### src/rtl/rover_vision_pkg.sv
`default_nettype none
// +----------------------------------------------------------------------------+
// | rover_vision_pkg : constants and types shared by the edge-list producer     |
// |                    and the edge_list_reader packet streamer                 |
// | Rev 1.0                                                                     |
// +----------------------------------------------------------------------------+
package rover_vision_pkg;

  localparam int         N_ENTRIES = 30;
  localparam int         X_W       = 11;
  localparam logic [7:0] HDR_BYTE  = 8'hA5;
  localparam int         IDX_W     = $clog2(N_ENTRIES + 1);

  typedef logic [X_W-1:0] xpos_t;

  typedef enum logic [2:0] {IDLE, SCAN, HDR, CNT, HI, LO, CHK} rdr_state_t;

  // Entries are zero-extended to 16 bits and split into two wire bytes.
  function automatic logic [7:0] hi_byte(input xpos_t x);
    logic [15:0] w;
    w = 16'(x);
    return w[15:8];
  endfunction

  function automatic logic [7:0] lo_byte(input xpos_t x);
    logic [15:0] w;
    w = 16'(x);
    return w[7:0];
  endfunction

endpackage
`default_nettype wire

### src/rtl/edge_list_reader.sv
`default_nettype none
// +----------------------------------------------------------------------------+
// | edge_list_reader : snapshots the per-frame edge list and streams it as a    |
// |                    framed, XOR-checksummed byte packet over valid/ready     |
// | Rev 1.0                                                                     |
// +----------------------------------------------------------------------------+
module edge_list_reader
  import rover_vision_pkg::*;
(
  input  logic                     clk,
  input  logic                     reset,
  input  logic                     frame_done,
  input  logic [N_ENTRIES*X_W-1:0] measured_list,
  output logic [7:0]               out_data,
  output logic                     out_valid,
  input  logic                     out_ready,
  output logic                     busy,
  output logic [7:0]               dropped
);

  rdr_state_t       state_q;
  xpos_t            snap_q [N_ENTRIES];
  logic [IDX_W-1:0] idx_q, count_q, e_q;
  logic [7:0]       chk_q, data_q, dropped_q;
  logic             valid_q;

  logic             hs_d;
  logic [IDX_W-1:0] e_d;
  logic [7:0]       chk_d;
  xpos_t            scan_ent_d, ent_cur_d, ent_nxt_d;

  // Index guards keep the one-past-the-end index of a full list off the array.
  always_comb begin
    hs_d       = valid_q & out_ready;
    e_d        = e_q + IDX_W'(1);
    chk_d      = chk_q ^ data_q;
    scan_ent_d = (idx_q < IDX_W'(N_ENTRIES)) ? snap_q[idx_q] : '0;
    ent_cur_d  = (e_q   < IDX_W'(N_ENTRIES)) ? snap_q[e_q]   : '0;
    ent_nxt_d  = (e_d   < IDX_W'(N_ENTRIES)) ? snap_q[e_d]   : '0;
  end

  always_ff @(posedge clk) begin
    if (reset) begin
      state_q   <= IDLE;
      idx_q     <= '0;
      count_q   <= '0;
      e_q       <= '0;
      chk_q     <= '0;
      data_q    <= '0;
      valid_q   <= 1'b0;
      dropped_q <= '0;
      for (int i = 0; i < N_ENTRIES; i++) snap_q[i] <= '0;
    end else begin
      if (frame_done && state_q != IDLE && dropped_q != 8'hFF)
        dropped_q <= dropped_q + 8'd1;

      unique case (state_q)
        IDLE: if (frame_done) begin
          for (int i = 0; i < N_ENTRIES; i++) snap_q[i] <= measured_list[i*X_W +: X_W];
          idx_q   <= '0;
          e_q     <= '0;
          chk_q   <= '0;
          state_q <= SCAN;
        end
        SCAN: begin
          if (idx_q == IDX_W'(N_ENTRIES) || scan_ent_d == '0) begin
            count_q <= idx_q;
            data_q  <= HDR_BYTE;
            valid_q <= 1'b1;
            state_q <= HDR;
          end else begin
            idx_q <= idx_q + IDX_W'(1);
          end
        end
        HDR: if (hs_d) begin
          data_q  <= 8'(count_q);
          state_q <= CNT;
        end
        CNT: if (hs_d) begin
          chk_q <= chk_d;
          if (count_q == '0) begin
            data_q  <= chk_d;
            state_q <= CHK;
          end else begin
            data_q  <= hi_byte(ent_cur_d);
            state_q <= HI;
          end
        end
        HI: if (hs_d) begin
          chk_q   <= chk_d;
          data_q  <= lo_byte(ent_cur_d);
          state_q <= LO;
        end
        LO: if (hs_d) begin
          chk_q <= chk_d;
          e_q   <= e_d;
          if (e_d < count_q) begin
            data_q  <= hi_byte(ent_nxt_d);
            state_q <= HI;
          end else begin
            data_q  <= chk_d;
            state_q <= CHK;
          end
        end
        CHK: if (hs_d) begin
          valid_q <= 1'b0;
          data_q  <= '0;
          state_q <= IDLE;
        end
        default: begin
          valid_q <= 1'b0;
          state_q <= IDLE;
        end
      endcase
    end
  end

  assign out_data  = data_q;
  assign out_valid = valid_q;
  assign busy      = (state_q != IDLE);
  assign dropped   = dropped_q;

endmodule
`default_nettype wire

### config.mk
export PLATFORM = sky130hd
export DESIGN_NAME = edge_list_reader
export DESIGN_NICKNAME = d
export VERILOG_FILES = /design/src/rtl/rover_vision_pkg.sv /design/src/rtl/edge_list_reader.sv
export SDC_FILE = /design/constraint.sdc
export NUM_CORES = 1
export LEC_CHECK = 0
export ABC_AREA = 1
export CAP_MARGIN = 20
export CORE_MARGIN = 2
export CORE_UTILIZATION = 55
export CTS_BUF_LIST = sky130_fd_sc_hd__clkbuf_8
export DETAILED_ROUTE_END_ITERATION = 12
export PLACE_DENSITY = 0.83
export SETUP_SLACK_MARGIN = 0.05
export SLEW_MARGIN = 20
export SYNTH_ARGS = -nofsm -noshare
export SYNTH_HDL_FRONTEND = slang
export SYNTH_SLANG_ARGS = --single-unit
export TNS_END_PERCENT = 100
### constraint.sdc
create_clock -name clk -period 15.7 [get_ports clk]
set_clock_uncertainty 0.1 [all_clocks]
set_input_delay 3.14 -clock clk [delete_from_list [all_inputs] [get_ports clk]]
set_output_delay 3.14 -clock clk [all_outputs]
set_load 0.05 [all_outputs]
==> reports/metrics.csv, run 1 <==
metric,value,unit
worstPathCellList,"clkdlybuf4s50_1, inv_1, nor2_1, inv_1, nand2_4, buf_6, buf_4",
period_minus_slack,6.31,ns
critical_path_class,primary input to flip-flop,
cp_num_buf_inv,5,
dp_hpwl,45300,um
syn_to_final_growth,23.0,%
cts_hold_buf,0,
max-vdd-ir-drop,0.0000793,V
worst_slew_pin_slew,1.16,ns
synth_flop_cell,edfxtp_1,
final_cell_mix,"nor2_1 (611), inv_1 (466), nand2_1 (463)",
cpMaxStageDelayCell,buf_4,
cp_data_arrival_time,6.50,ns
track_usage,0.323,
drt_iter0_drc,2359,
required,15.89,ns
cp-startpoint,frame_done,
synth_async_sr_flop_share,0,
synth_seq_cells,383,
clk_path_buf_depth,3,
cts_resized,0,
period_share,0.402,
ys_seq_area_frac,0.515,
die_h,201,um
ant_nets,0,
start_util,0.555,
core-area,38400,sq um
grt_pass1_vias,19300,
dr.pass1.iters,6,
final_area,26200,sq um
avgRoutedWirePerCell,18.3,um
synthCells,2744,
routed_wl,66100,um
relSlewSlack,0.228,
yosysWarnings,0,
slew_viol_final,0,
nets,3378,
status,completed,
crit_top_cell,inv_1,
remaining_drc_errors,0,
syn_area,21300,sq um
clk_latency,0.69,ns
antenna_found_initial,1,
synth_cell_types,47,
worstHoldStart,dropped[7],
power_leakage,11.9,nW
n_antenna_cell,0,
portBuffers,351,
drive_above_1_share,0.0457,
postCtsSetupRepairBufs,0,
route.met3.wl,6850,um
worstPathMaxFanout,92,
htreeDepth,2,
top_layer,met5,
synth_edf_count,330,
setup_viol_count_final,0,
rsz0062_at_grt,no,
die_area,40300,sq um
cts_buffers,61,
cap_violations,0,
synth_fp_nets,3088,
grt_start_max_net_pins,113,
globalplace.congestion,0.939,
p_per_area,147,nW/um^2
clk_pin_slew,0.06,ns
routed_via_density,5.53,
critPathCaptureType,flip-flop,
num_vias,19900,
crit_path_start_kind,primary input,
syn_avg_cell_area,7.76,sq um
gr-total-overflow,0,
clkSinkCount,383,
row_count,72,
setup-tns-final,0,ns
hold_path.class,flip-flop to flip-flop,
grt_pass1_wl,102000,um
final_hold_viol_count,0,
path_delay_family,buffers and inverters,
tritoncts,built,
met1_length,25500,um
die_x,201,um
route.met2.wl,30000,um
slowest_delay,0.90,ns
dpl_cell_area,24900,sq um
max_freq,0.158,GHz
pin_count,352,
timing.rr.start,e_q[0],
layout_commonest_cell,nor2_1,
cts-root-buf,clkbuf_8,
## worst paths after layout
| kind | end | slack (ns) | depth (start not counted) |
|---|---|---|---|
| min | dropped[7] | 0.39 | 2 |
| max reg2reg | out_data[7] | 11.26 | 17 |
| max | snap_q[26][6] | 9.39 | 7 |
| min reg2reg | dropped[7] | 0.39 | 2 |
## cells by family after synthesis
kind of cell	after synthesis	synth area share
xor gates and xnor gates	12	0.00494
DFF	383	0.515
AOI/OAI and AO/OA	333	0.0872
adders and majority gates	10	0.00588
buffers and inverters	607	0.115
and+or+nand+nor	1399	0.271
## area by class of cell
cell class | count | area (sq um)
inverters | 463 | 1750
clock buffers | 69 | 950
fillers | 3082 | 12200
flip-flops and latches | 383 | 11000
clock inverters | 45 | 308
well taps | 518 | 648
repair buffers | 371 | 3670
multi-input cells | 1754 | 7880
## worst register-to-register path, cell delays in order, from the launching register on
cell	delay, ns
dfxtp_1	0.99
ha_1	0.33
or2_1	0.13
nand2_1	0.42
inv_2	0.39
ha_1	0.30
nand2_1	0.06
inv_1	0.03
o21ai_0	0.14
nand3_1	0.19
nand2_1	0.21
nand2_1	0.16
nand2_1	0.18
o21ai_0	0.11
nor2_1	0.30
nand4_1	0.16
nand2_1	0.10
nor2_1	0.04
## power by group
part	internal, mW	switching [mW]
combinational	0.450	0.962
sequential	1.37	0.176
clock	0.470	0.416
total	2.29	1.55
## per-stage QoR
step | power [mW] | worst slack (ns) | instances | utilization | hold WS (ns)
CTS | 3.81 | 8.99 | 3603 | 0.682 | 0.384
global route | 4.05 | 9.12 | 3603 | 0.682 | 0.409
finish | 3.85 | 9.39 | 3603 | 0.682 | 0.386
detailed placement | 2.93 | 8.26 | 3489 | 0.649 | 0.376
floorplan | 2.52 | 4.09 | 2744 | - | 0.356
global placement | 2.88 | 8.39 | 3489 | 0.649 | 0.364
## registers in the layout, indices dropped and copies added, names as in the netlist, named ones only
register,flops
snap_q,330
chk_q,8
dropped,8
out_data,8
count_q,5
e_q,5
idx_q,5
state_q,3
out_valid,1
## Yosys cell counts (all sizes together) (4+ instances only)
cell type,instances,area (sq um)
nor2,613,2310
nand2,468,1770
inv,460,1730
edfxtp,330,9910
nand3,285,1440
o21ai,162,815
a21oi,102,510
clkbuf,74,278
buf,70,429
dfxtp,53,1060
o211ai,46,345
nand4,17,121
ha,10,125
nor3,8,56.3
o221ai,7,61.3
o22ai,6,37.5
xnor2,6,52.6
xor2,6,52.6
nor4,4,46.3
o211a,4,40.0
## routing by layer
| layer | vias up | GRT usage |
|---|---|---|
| met4 | 2 | 0.192 |
| li1 | 9351 | - |
| met2 | 1314 | 0.507 |
| met1 | 9008 | 0.420 |
| met3 | 254 | 0.0596 |
| met5 | - | 0 |
No activity file was read; power rests on OpenSTA's default activity.
==> run 2, diff against run 1 <==
==> constraint.sdc (replaced) <==
create_clock -name clk -period 6.2 [get_ports clk]
set_clock_uncertainty 0.1 [all_clocks]
set_input_delay 1.24 -clock clk [delete_from_list [all_inputs] [get_ports clk]]
set_output_delay 1.24 -clock clk [all_outputs]
set_load 0.05 [all_outputs]
==> run 2 against run 1 <==
Flip-flop and latch count did not move; largest cell class unchanged; combinational power rose to 2.5 times the previous value; via count up 1.0%; die area did not move; non-clock buffer count decreased by 1.
==> reports/metrics.csv, run 2 (synthesis results as in run 1) <==
metric,value,unit
status,completed,
cts-root-buf,clkbuf_8,
slew_viol_final,0,
cp_data_arrival_time,4.21,ns
drt_iter0_drc,2722,
grt_start_max_net_pins,134,
power_leakage,11.8,nW
die_x,201,um
hold_path.class,flip-flop to flip-flop,
antenna_found_initial,4,
layout_commonest_cell,nor2_1,
path_delay_family,buffers and inverters,
netSwitchingFraction,0.409,
cts_hold_buf,0,
cap_violations,0,
cp_num_buf_inv,2,
setup_viol_count_final,0,
die_h,201,um
core-area,38400,sq um
max-vdd-ir-drop,0.000176,V
rsz0062_at_grt,no,
largest_reg_flops,330,
route.met3.wl,7340,um
dr.pass1.iters,7,
switchingPower,3.94,mW
clk_latency,0.68,ns
cpMaxStageDelayCell,dfxtp_4,
dp_hpwl,45600,um
drive_above_1_share,0.0412,
grt_pass1_vias,19200,
relSlewSlack,0.253,
worstPathCellList,"inv_4, buf_4, nand2_1, nand3_1, nand3_1, nand3_1, a21oi_1, o21ai_0, a21oi_1, nand4_1, nand2_1, nor2_1",
globalplace.congestion,0.984,
tritoncts,built,
final_cell_mix,"nor2_1 (611), inv_1 (470), nand2_1 (463)",
worstPathMaxFanout,97,
required,6.67,ns
power_frac_seq,0.411,
period_share,0.603,
pre_cts_slack,2.40,ns
grt_pass1_wl,102000,um
crit_path_start_kind,flip-flop,
syn_to_final_growth,22.7,%
cts_buffers,60,
met1_length,25200,um
worst_slack,2.46,ns
track_usage,0.323,
num_vias,20100,
postCtsSetupRepairBufs,0,
die_area,40300,sq um
clkSinkCount,383,
worst_slew_pin_slew,1.12,ns
critical_path_class,flip-flop to flip-flop,
clkPwrFrac,0.217,
route.met2.wl,30500,um
critPathCaptureType,flip-flop,
ant_nets,0,
gr-total-overflow,0,
avgRoutedWirePerCell,18.4,um
htreeDepth,2,
cts_resized,0,
crit_top_cell,nand3_1,
nets,3376,
pin_count,352,
top_layer,met5,
p_per_area,368,nW/um^2
clk_pin_slew,0.06,ns
row_count,72,
period_minus_slack,3.74,ns
slowest_delay,0.97,ns
start_util,0.555,
final_hold_viol_count,0,
routed_wl,66400,um
clk_path_buf_depth,3,
p_comb_frac,0.372,
portBuffers,351,
routed_via_density,5.60,
setup-tns-final,0,ns
remaining_drc_errors,0,
top_register,snap_q,
max_freq,0.267,GHz
intPower,5.68,mW
-- run 2: changes by cell type in the layout (fill, tap and decap cells not counted), moves of 2 or more --
cell	delta
buf_6	-2
buf_12	+4
clkinv_2	-5
inv_1	+4
inv_6	-2
clkbuf_8	-6
buf_4	-3
clkinv_1	+5
-- run 2: worst paths after layout --
kind	from	end	slack, ns	cells past startpoint
worst max-delay path	flip-flop	out_data[5]	2.46	12
worst min-delay path	dropped[4]	dropped[4]	0.38	2
worst max register to register	flip-flop	out_data[5]	2.46	12
worst min register to register	dropped[4]	dropped[4]	0.38	2
-- run 2: power groups by stage --
stage	registers, mW	clock network (mW)	logic [mW]
floorplan	3.84	0	2.43
global placement	3.95	0	3.38
detailed placement	3.96	0	3.46
CTS	3.92	2.10	3.48
global route	3.99	2.21	3.90
finish	3.95	2.09	3.58
-- run 2: worst reg2reg max path: cells and delay by family (launching register included) --
kind                   cells  cell delay, ns
buffers and inverters      2            1.13
DFF                        1            0.97
AOI/OAI and AO/OA          3            0.75
and+or+nand+nor            7            0.69
-- run 2: routing by layer --
layer	vias up	track usage
met5	-	0
met4	6	0.171
met3	236	0.0687
met2	1335	0.515
met1	9206	0.416
li1	9355	-
-- run 2: final cells by class --
cell class / instances / area [sq um]
timing repair buffer: 370 / 3710
tap: 518 / 648
antenna: 1 / 2.50
inverter: 463 / 1750
clock inverter: 47 / 273
sequential: 383 / 11000
multi-input combinational: 1754 / 7890
clock buffer: 63 / 867
fill: 3101 / 12300
-- run 2: stage by stage --
stage / instances / power [mW] / area, sq um / utilization / hold slack [ns]
3_5_place_dp: 3488 / 7.42 / 25000 / 0.650 / 0.376
5_1_grt: 3598 / 10.1 / 26100 / 0.680 / 0.414
3_3_place_gp: 3488 / 7.32 / 25000 / 0.650 / 0.365
2_1_floorplan: 2744 / 6.26 / 21300 / - / 0.356
6_report: 3599 / 9.62 / 26100 / 0.680 / 0.385
4_1_cts: 3598 / 9.51 / 26100 / 0.680 / 0.386
